==> src/rtl/tone_pkg.sv <==
// Shared types and constants for the multi-channel tone generator.
// Frequencies are centi-Hz; half-periods are clock cycles.
package tone_pkg;

  typedef enum logic [1:0] {
    IDLE,
    DIV,
    COMMIT
  } state_t;

  localparam longint unsigned CLK_HZ_DEF = 64'd125000000;
  localparam int unsigned FREQ_MAX = 999999;
  localparam longint unsigned NUMER = CLK_HZ_DEF * 64'd50;

  function automatic int ch_w(input int n);
    return (n > 1) ? $clog2(n) : 1;
  endfunction

endpackage

==> src/rtl/seq_divider.sv <==
// Unsigned restoring divider, one quotient bit per cycle.
// Runs exactly W cycles after start; done flags the last one.
module seq_divider #(
  parameter int W = 34
) (
  input  logic         clk,
  input  logic         rst,
  input  logic         start,
  input  logic [W-1:0] numerator,
  input  logic [W-1:0] denominator,
  output logic         busy,
  output logic         done,
  output logic [W-1:0] quotient
);

  localparam int IW = $clog2(W + 1);

  logic [W-1:0]  rem;
  logic [W-1:0]  d;
  logic [W-1:0]  nq;
  logic [IW-1:0] step;
  logic [W:0]    rem_sh;
  logic          ge;

  // nq shifts numerator bits out and quotient bits in
  assign rem_sh   = {rem, nq[W-1]};
  assign ge       = rem_sh >= {1'b0, d};
  assign done     = busy && (step == IW'(W - 1));
  assign quotient = nq;

  always_ff @(posedge clk or posedge rst) begin
    if (rst) begin
      rem  <= '0;
      d    <= '0;
      nq   <= '0;
      step <= '0;
      busy <= 1'b0;
    end else if (start) begin
      rem  <= '0;
      d    <= denominator;
      nq   <= numerator;
      step <= '0;
      busy <= 1'b1;
    end else if (busy) begin
      rem  <= ge ? W'(rem_sh - {1'b0, d})
                 : rem_sh[W-1:0];
      nq   <= {nq[W-2:0], ge};
      step <= step + IW'(1);
      if (done) busy <= 1'b0;
    end
  end

endmodule

==> src/rtl/multi_tone_generator.sv <==
// Multi-channel square-wave generator; one shared divider turns
// centi-Hz codes into half-periods that load at output edges.
module multi_tone_generator #(
  parameter longint unsigned CLK_HZ = tone_pkg::CLK_HZ_DEF,
  parameter int NUM_CH = 4,
  parameter int FREQ_W = 32,
  parameter int CNT_W = 34,
  parameter int unsigned FREQ_MAX = tone_pkg::FREQ_MAX
) (
  input  logic                                 clk,
  input  logic                                 rst,
  input  logic                                 cfg_valid,
  output logic                                 cfg_ready,
  input  logic [tone_pkg::ch_w(NUM_CH)-1:0]    cfg_ch,
  input  logic [FREQ_W-1:0]                    cfg_freq,
  input  logic                                 phase_sync,
  output logic [NUM_CH-1:0]                    wave_out
);

  import tone_pkg::*;

  localparam int CHW = ch_w(NUM_CH);
  localparam longint unsigned NUM =
    (CLK_HZ == CLK_HZ_DEF) ? NUMER : CLK_HZ * 64'd50;

  state_t           state, state_n;
  logic             hs, commit, f_zero;
  logic             div_start, div_busy, div_done;
  logic [CHW-1:0]   ch_q;
  logic [FREQ_W-1:0] f_sat;
  logic [CNT_W-1:0] f_ext, numer, quot, h_new;

  assign f_sat = (cfg_freq > FREQ_W'(FREQ_MAX))
               ? FREQ_W'(FREQ_MAX) : cfg_freq;
  assign f_ext = CNT_W'(f_sat);
  // adding f/2 rounds the quotient to nearest
  assign numer = CNT_W'(NUM) + (f_ext >> 1);
  assign hs = cfg_valid & cfg_ready;
  assign div_start = hs && (f_sat != '0);
  assign h_new = f_zero ? '0 : quot;

  seq_divider #(.W(CNT_W)) u_div (
    .clk         (clk),
    .rst         (rst),
    .start       (div_start),
    .numerator   (numer),
    .denominator (f_ext),
    .busy        (div_busy),
    .done        (div_done),
    .quotient    (quot)
  );

  always_ff @(posedge clk or posedge rst) begin
    if (rst) begin
      state  <= IDLE;
      ch_q   <= '0;
      f_zero <= 1'b1;
    end else begin
      state <= state_n;
      if (hs) begin
        ch_q   <= cfg_ch;
        f_zero <= (f_sat == '0);
      end
    end
  end

  always_comb begin
    state_n   = state;
    cfg_ready = 1'b0;
    commit    = 1'b0;
    unique case (state)
      IDLE: begin
        cfg_ready = 1'b1;
        if (cfg_valid)
          state_n = (f_sat == '0) ? COMMIT : DIV;
      end
      DIV: begin
        if (div_done || !div_busy) state_n = COMMIT;
      end
      COMMIT: begin
        commit  = 1'b1;
        state_n = IDLE;
      end
      default: state_n = IDLE;
    endcase
  end

  for (genvar i = 0; i < NUM_CH; i++) begin : g_ch
    logic [CNT_W-1:0] cnt, h_act, pend_h;
    logic pend_v, out, run, wrap, load, we;

    assign run  = h_act != '0;
    assign wrap = cnt == (h_act - CNT_W'(1));
    assign we   = commit && (ch_q == CHW'(i));
    // running channels only take new periods at a toggle
    assign load = pend_v && !(run && phase_sync)
                && (!run || wrap);

    always_ff @(posedge clk or posedge rst) begin
      if (rst) begin
        cnt   <= '0;
        h_act <= '0;
        out   <= 1'b0;
      end else if (run && phase_sync) begin
        cnt <= '0;
        out <= 1'b0;
      end else if (!run) begin
        cnt <= '0;
        if (load) h_act <= pend_h;
      end else if (wrap) begin
        cnt <= '0;
        if (load) h_act <= pend_h;
        out <= (load && pend_h == '0) ? 1'b0 : ~out;
      end else begin
        cnt <= cnt + CNT_W'(1);
      end
    end

    always_ff @(posedge clk or posedge rst) begin
      if (rst) begin
        pend_h <= '0;
        pend_v <= 1'b0;
      end else if (we) begin
        pend_h <= h_new;
        pend_v <= 1'b1;
      end else if (load) begin
        pend_v <= 1'b0;
      end
    end

    assign wave_out[i] = out;
  end

endmodule

==> config.mk <==
export PLATFORM = sky130hd
export DESIGN_NAME = multi_tone_generator
export DESIGN_NICKNAME = d
export VERILOG_FILES = /design/src/rtl/tone_pkg.sv /design/src/rtl/seq_divider.sv /design/src/rtl/multi_tone_generator.sv
export SDC_FILE = /design/constraint.sdc
export NUM_CORES = 1
export LEC_CHECK = 0
export ABC_AREA = 1
export BUFFER_PORTS_ARGS = -buffer_cell sky130_fd_sc_hd__buf_2
export CAP_MARGIN = 20
export CORE_UTILIZATION = 30
export DETAILED_ROUTE_END_ITERATION = 8
export PLACE_DENSITY = 0.44
export REMOVE_ABC_BUFFERS = 1
export SLEW_MARGIN = 20
export SYNTH_ARGS = -nofsm -noshare
export SYNTH_HDL_FRONTEND = slang
export SYNTH_SLANG_ARGS = --single-unit
export TNS_END_PERCENT = 5
==> constraint.sdc <==
create_clock -name clk -period 21 [get_ports clk]
set_input_delay 1.05 -clock clk [delete_from_list [all_inputs] [get_ports clk]]
set_output_delay 1.05 -clock clk [all_outputs]
set_load 0.03 [all_outputs]
==> results of run 1 <==
-- worst max-delay path, cell delays in order --
cell	delay [ns]
buf_2	0.11
nor2_1	0.13
nand2_1	0.07
nand2_1	0.06
a21oi_1	0.05
o21ai_0	0.16
nand2_1	0.29
inv_1	0.34
nand2_1	0.17
ha_1	0.23
nand4_1	0.09
nor3_1	0.05
nand3_1	0.11
nand2_1	0.15
buf_4	0.30
nand2_1	0.10
buf_4	0.47
clkinv_1	0.80
buf_8	0.41
nand2_1	0.06
o21ai_0	0.08
-- sequential cells by signal, indices dropped and copies added, names as in the netlist --
| name | flops |
|---|---|
| u_div.d | 32 |
| g_ch.out | 4 |
| u_div.rem | 34 |
| ch_q | 2 |
| u_div.busy | 1 |
| g_ch.cnt | 136 |
| state | 2 |
| g_ch.pend_h | 136 |
| u_div.quotient | 34 |
| g_ch.pend_v | 4 |
| g_ch.h_act | 136 |
| u_div.step | 6 |
| f_zero | 1 |
-- cell families (layout without fill, tap and decap cells) --
group,after synthesis,in the layout,share of synthesized area
simple gates,2434,2434,0.325
xor+xnor,183,183,0.0525
buf+inv,704,780,0.0858
compound gates,629,629,0.108
flops,528,528,0.411
fa+ha+maj,45,45,0.0178
-- worst max-delay path by stage --
stage                                    end  slack, ns
after floorplan                      ch_q[0]       5.20
after global placement    u_div.quotient[32]      15.43
after detailed placement        u_div.rem[7]      15.58
after CTS                       u_div.rem[7]      16.27
after global routing            u_div.rem[7]      15.68
final                           u_div.rem[6]      16.18
-- cell type report --
cell class,instances,share of cell area
clock buffers,88,0.0520
clock inverters,32,0.0117
inverters,595,0.0621
multi-input cells,3291,0.448
flip-flops and latches,528,0.366
well taps,1391,0.0482
repair buffers,65,0.0117
-- synthesized netlist by cell type, drive strengths merged --
cell type  count
a21boi         5
o21bai        18
nand3        267
o21a           2
a31oi          9
o311ai         1
fa             1
a211o          2
or2           14
xnor3          5
clkinv         5
a221oi         3
nor4          61
o211ai        25
and2           3
nand3b        27
a41oi          2
o22ai          7
xor2         124
dfrtp        527
and3           3
o21ai        446
nand2       1214
o211a          1
a22oi          3
xor3           1
o41ai          1
buf           43
a21oi         80
nor3b          8
xnor2         53
o31ai          1
nor2         630
a211oi        14
or4            1
ha            44
dfstp          1
clkbuf        66
nand4         89
nor3         117
a21o           9
inv          590
-- power groups by stage --
stage | logic, W | clock network (W) | registers (W)
6_report | 0.000197 | 0.00121 | 0.00104
5_1_grt | 0.000225 | 0.00129 | 0.00105
4_1_cts | 0.000200 | 0.00126 | 0.00104
3_5_place_dp | 0.000199 | 0 | 0.00106
3_3_place_gp | 0.000199 | 0 | 0.00106
2_1_floorplan | 0.000128 | 0 | 0.00106
-- per-stage QoR --
step                      hold slack, ns   util
after floorplan                    0.450      -
after global placement             0.467  0.319
after detailed placement           0.475  0.319
after CTS                          0.488  0.341
after global routing               0.521  0.342
final                              0.483  0.342
-- metal layers --
layer  vias up  track usage  wire length [µm]
met1     13565        0.271             50000
met5         -            0                 0
met4         0       0.0476              2080
met2       461        0.315             47400
li1      14620            -                 -
met3       114       0.0233              3580
==> metrics, run 1 <==
run status completed; CP endpoint kind register; TritonRoute pass-1 iters 5; Final HPWL DP 76.9 mm; Max Slew Vio Count 0; Cells after DPL 5,869; Die Area 108,000 µm²; Area Growth Syn to Fin 12.4%; total track usage 0.193; CTS root buffer clkbuf_16; pre-CTS WS 15.58 ns; Final Cell Area 36,100 µm²; num rows 119; hold_sp g_ch[3].pend_v; R2R Setup Slk 16.80 ns; Yosys warning total 0; Nets 4,633; Power Total 0.00246 W; clk slew on worst S/H paths 0.06 ns; # setup viols final 0; hold-fix buffers at CTS 0; period utilisation layout 0.230; max_cap viols 0; fin crit period 4.82 ns; Seq/Total Area, Yosys 0.411; core area 106,000 µm²; NetSw 0.000663 W; unrepaired setup endpoints after global routing false; max frequency 207 MHz; maximum VDD drop 46.7 µV; Post-route DRC 0; post-DR wirelength/cell 17.2 µm; initial core utilization 0.304; Horiz. Die Dim 329 µm; R2R depth 16; Via Count 28.8k; Setup Buffers After CTS 0; Least-Margin Pin Slew 1.06 ns; Fill cells 11.6k; placed cell area 33,800 µm²; final worst slack 16.18 ns; commonest non-fill, non-tap cells in the layout nand2_1 (1,202), nor2_1 (593), inv_1 (586), dfrtp_1 (527), o21ai_0 (347); Netlist Area Pre-Place 32,100 µm²; initial antenna violation count 1; aggregate global routing overflow 0; TritonCTS clock tree done; clock skew 0.0363 ns; synthesized flop and latch total 528; Chip Height 329 µm; IO Count 43; Flop pwr share 0.425; power per cell area 68.0 nW/µm²; hold depth 1; FF+latch area 13,200 µm²; CP Class input port to register; RR Startpoint g_ch[2].h_act[0]; Hold Crit Class register to register; clk_lat worst skew 0.65 ns; Gate Count Post-Synth 4,523; n_diodes 0; CP startpoint kind input port; unique cell type count in the Yosys netlist 61; Comb pwr share 0.080; Clock power frac 0.495; layout cells sized above 1 0.0596; Post-Route Setup TNS 0 ns; Synth top area share 0.410; P_int 0.00179 W; DRT iter0 DRCs 1,895; CP arrival 5.35 ns; H-tree depth 3; syn_area_per_cell 7.10 µm²; fraction of power spent switching nets 0.270; post-route insts no fill 5,990; Final ANT Viol Nets 0; Num CTS Buffers 69; leak pwr 17.1 nW; worst path required time 21.52 ns; Multi-input gate area 16,200 µm²; cell taking the most area after synthesis dfrtp_1; Final GP Congestion 0.881; R2R Path End g_ch[2].h_act[15]; clk buf depth 3; Rel. slew slack 0.285; Setup crit start cfg_freq[6]; hold path endpoint g_ch[3].pend_v; most common cell after layout, fill and taps aside nand2_1; final hold vios 0; Resized cells post-CTS 0; total clock sinks 528; vias in the first global route 28.3k; first-pass GRT wire length 164 mm; final WL 103 mm; IO buf count 42; Synth area leaders dfrtp_1 (41%), nand2_1 (14%), nor2_1 (6.9%); largest net degree at the start of global routing 157; via/cell ratio 4.80; critical-path maximum fanout 42
Power figures use the tool's default switching activity.
==> run 2, diff against run 1 <==
--- a/config.mk
+++ b/config.mk
@@ -10,7 +10,7 @@
 export CAP_MARGIN = 20
 export CORE_UTILIZATION = 30
 export DETAILED_ROUTE_END_ITERATION = 8
-export PLACE_DENSITY = 0.44
+export PLACE_DENSITY = 0.45
 export REMOVE_ABC_BUFFERS = 1
 export SLEW_MARGIN = 20
 export SYNTH_ARGS = -nofsm -noshare
==> constraint.sdc (replaced) <==
create_clock -name clk -period 4.43 [get_ports clk]
set_input_delay 0.2215 -clock clk [delete_from_list [all_inputs] [get_ports clk]]
set_output_delay 0.2215 -clock clk [all_outputs]
set_load 0.03 [all_outputs]
==> metrics, run 2 (synthesis results as in run 1) <==
Final GP Congestion 0.880 (about the same); Horiz. Die Dim 329 µm (unchanged); Num CTS Buffers 71 (+2.9%); via/cell ratio 4.79 (-0.23%); post-route insts no fill 6,028 (+0.63%); initial core utilization 0.304 (unchanged); Hold Crit Class input port to register; Largest regs g_ch.cnt (136), g_ch.h_act (136), g_ch.pend_h (136); TritonRoute pass-1 iters 6 (+1); placed cell area 34,000 µm² (+0.56%); initial antenna violation count 1 (unchanged); H-tree depth 3 (unchanged); largest net degree at the start of global routing 97 (-38%); final core occ 0.345 (+0.00385); vias in the first global route 28.0k (-1.0%); Post-route DRC 0 (unchanged); CP bufs+invs 2 (-4); Die Area 108,000 µm² (unchanged); Chip Height 329 µm (unchanged); Rel. slew slack 0.256 (-0.0291); # setup viols final 0 (unchanged); DRT iter0 DRCs 1,973 (+4.1%); CTS root buffer clkbuf_16; clk_lat worst skew 0.64 ns (about the same); Post-Route Setup TNS 0 ns (unchanged); critical path's top delay family simple AND/OR/NAND/NOR gates; max_cap viols 0 (unchanged); commonest non-fill, non-tap cells in the layout nand2_1 (1,202), nor2_1 (592), inv_1 (586), dfrtp_1 (527), o21ai_0 (347); R2R Setup Slk 0.87 ns (-15.93 ns); power per cell area 321 nW/µm² (+370%); post-DR wirelength/cell 16.9 µm (-2.0%); hold depth 3 (+2); critical path's most frequent cell nand2_1; clk buf depth 3 (unchanged); total track usage 0.189 (-0.00388); first-pass GRT wire length 162 mm (-1.5%); run status completed; total clock sinks 528 (unchanged); Final Cell Area 36,500 µm² (+1.1%); num rows 119 (unchanged); layout cells sized above 1 0.0623 (+0.00276); Final ANT Viol Nets 0 (unchanged); R2R depth 18 (+2); IO buf count 42 (unchanged); fin crit period 3.56 ns; RR Startpoint g_ch[1].h_act[0]; unrepaired setup endpoints after global routing false; IO Count 43 (unchanged); aggregate global routing overflow 0 (unchanged); Via Count 28.9k (+0.41%); hold_sp cfg_freq[15]; Least-Margin Pin Slew 1.11 ns (+0.0493 ns); final hold vios 0 (unchanged); worst path required time 4.93 ns (-16.59 ns); leak pwr 17.3 nW (+1.1%); CP Class register to register; Cells after DPL 5,885 (+0.27%); Nets 4,667 (+0.73%); R2R Path End g_ch[1].h_act[4]; max frequency 281 MHz; final worst slack 0.866 ns (-15.31 ns); CP arrival 4.07 ns (-1.28 ns); hold path endpoint u_div.d[15]; pre-CTS WS 0.892 ns (-14.69 ns); critical-path maximum fanout 32 (-24%); Setup Buffers After CTS 0 (unchanged); CP endpoint kind register; Crit path largest cell delay 0.45 ns (-0.35 ns); clock skew 0.0389 ns (+0.00255 ns); Final HPWL DP 76.5 mm (-0.52%); final WL 102 mm (-1.3%); Resized cells post-CTS 0 (unchanged); Area Growth Syn to Fin 13.6%; CP startpoint kind register; core area 106,000 µm² (unchanged); Critical Path, Cell by Cell inv_1 > ha_1 > nand2_1 > nor2_1 > nand3_1 > nand2_1 > nand2_1 > nand2_1 > nand3_1 > nor2_1 > nand2_1 > nor2_1 > nand4_1 > nand2_1 > nand3_2 > buf_4 > nand2_1 > o21ai_0; most common cell after layout, fill and taps aside nand2_1; Fill cells 11.6k (-0.12%); Max Slew Vio Count 0 (unchanged); TritonCTS clock tree done; maximum VDD drop 285 µV (+510%); clk slew on worst S/H paths 0.06 ns (about the same); slowest CP cell dfrtp_1; period utilisation layout 0.805
run 2: changes by cell type in the layout (fill, tap and decap cells not counted), sizes merged:
| cell | delta |
|---|---|
| diode | +1 |
| bufinv | -1 |
| clkinvlp | -2 |
| buf | +15 |
| clkbuf | +14 |
| dlygate4sd3 | +17 |
| inv | -6 |
run 2: worst register-to-register path: cells and delay by family (launching register included):
family / cells / cell delay, ns
compound gates: 1 / 0.07
fa+ha+maj: 1 / 0.34
buf+inv: 2 / 0.57
flops: 1 / 0.45
simple gates: 14 / 2.02
run 2: power breakdown:
group / leakage (nW) / switching (W) / internal (W) / total, W
registers: 7.18 / 0.0000513 / 0.00490 / 0.00495
logic: 9.00 / 0.000677 / 0.000273 / 0.000950
clock network: 1.15 / 0.00235 / 0.00346 / 0.00581
run 2: how the worst max path moves through the flow:
stage,endpoint,slack [ns],depth (start not counted),start
2_1_floorplan,ch_q[0],-10.54,1,rst
3_3_place_gp,g_ch[1].h_act[4],0.93,18,g_ch[1].h_act[0]
3_5_place_dp,g_ch[1].h_act[4],0.89,18,g_ch[1].h_act[0]
4_1_cts,g_ch[1].h_act[6],0.86,18,g_ch[1].h_act[0]
5_1_grt,g_ch[1].h_act[4],0.42,18,g_ch[1].h_act[0]
6_report,g_ch[1].h_act[4],0.87,18,g_ch[1].h_act[0]
run 2: metal layers:
metal | GRT usage | part of all wire | up-vias
met1 | 0.269 | 0.49 | 13596
met2 | 0.307 | 0.46 | 476
li1 | - | - | 14707
met5 | 0 | 0 | -
met4 | 0.0395 | 0.016 | 0
met3 | 0.0243 | 0.036 | 98
run 2: what timing repair did:
item / 4_1_cts / 5_1_grt
hold endpoints to repair: 109 / 0
endpoints found under the setup margin: 0 / 0
hold buffers: 17 / 0
run 2: stage by stage:
stage	total power, W	hold slack [ns]
2_1_floorplan	0.00563	0.342
3_3_place_gp	0.00600	0.415
3_5_place_dp	0.00599	0.410
4_1_cts	0.0119	0.0103
5_1_grt	0.0122	0.0524
6_report	0.0117	0.0482
run 2: final cells by class:
class	count	area [µm²]	share of cell area
Antenna cell	1	2.50	0.0000685
Clock buffer	102	2030	0.0557
Clock inverter	23	344	0.00942
Inverter	595	2240	0.0614
Multi-Input combinational cell	3291	16200	0.443
Sequential cell	528	13200	0.362
Tap cell	1391	1740	0.0477
Timing Repair Buffer	97	753	0.0206
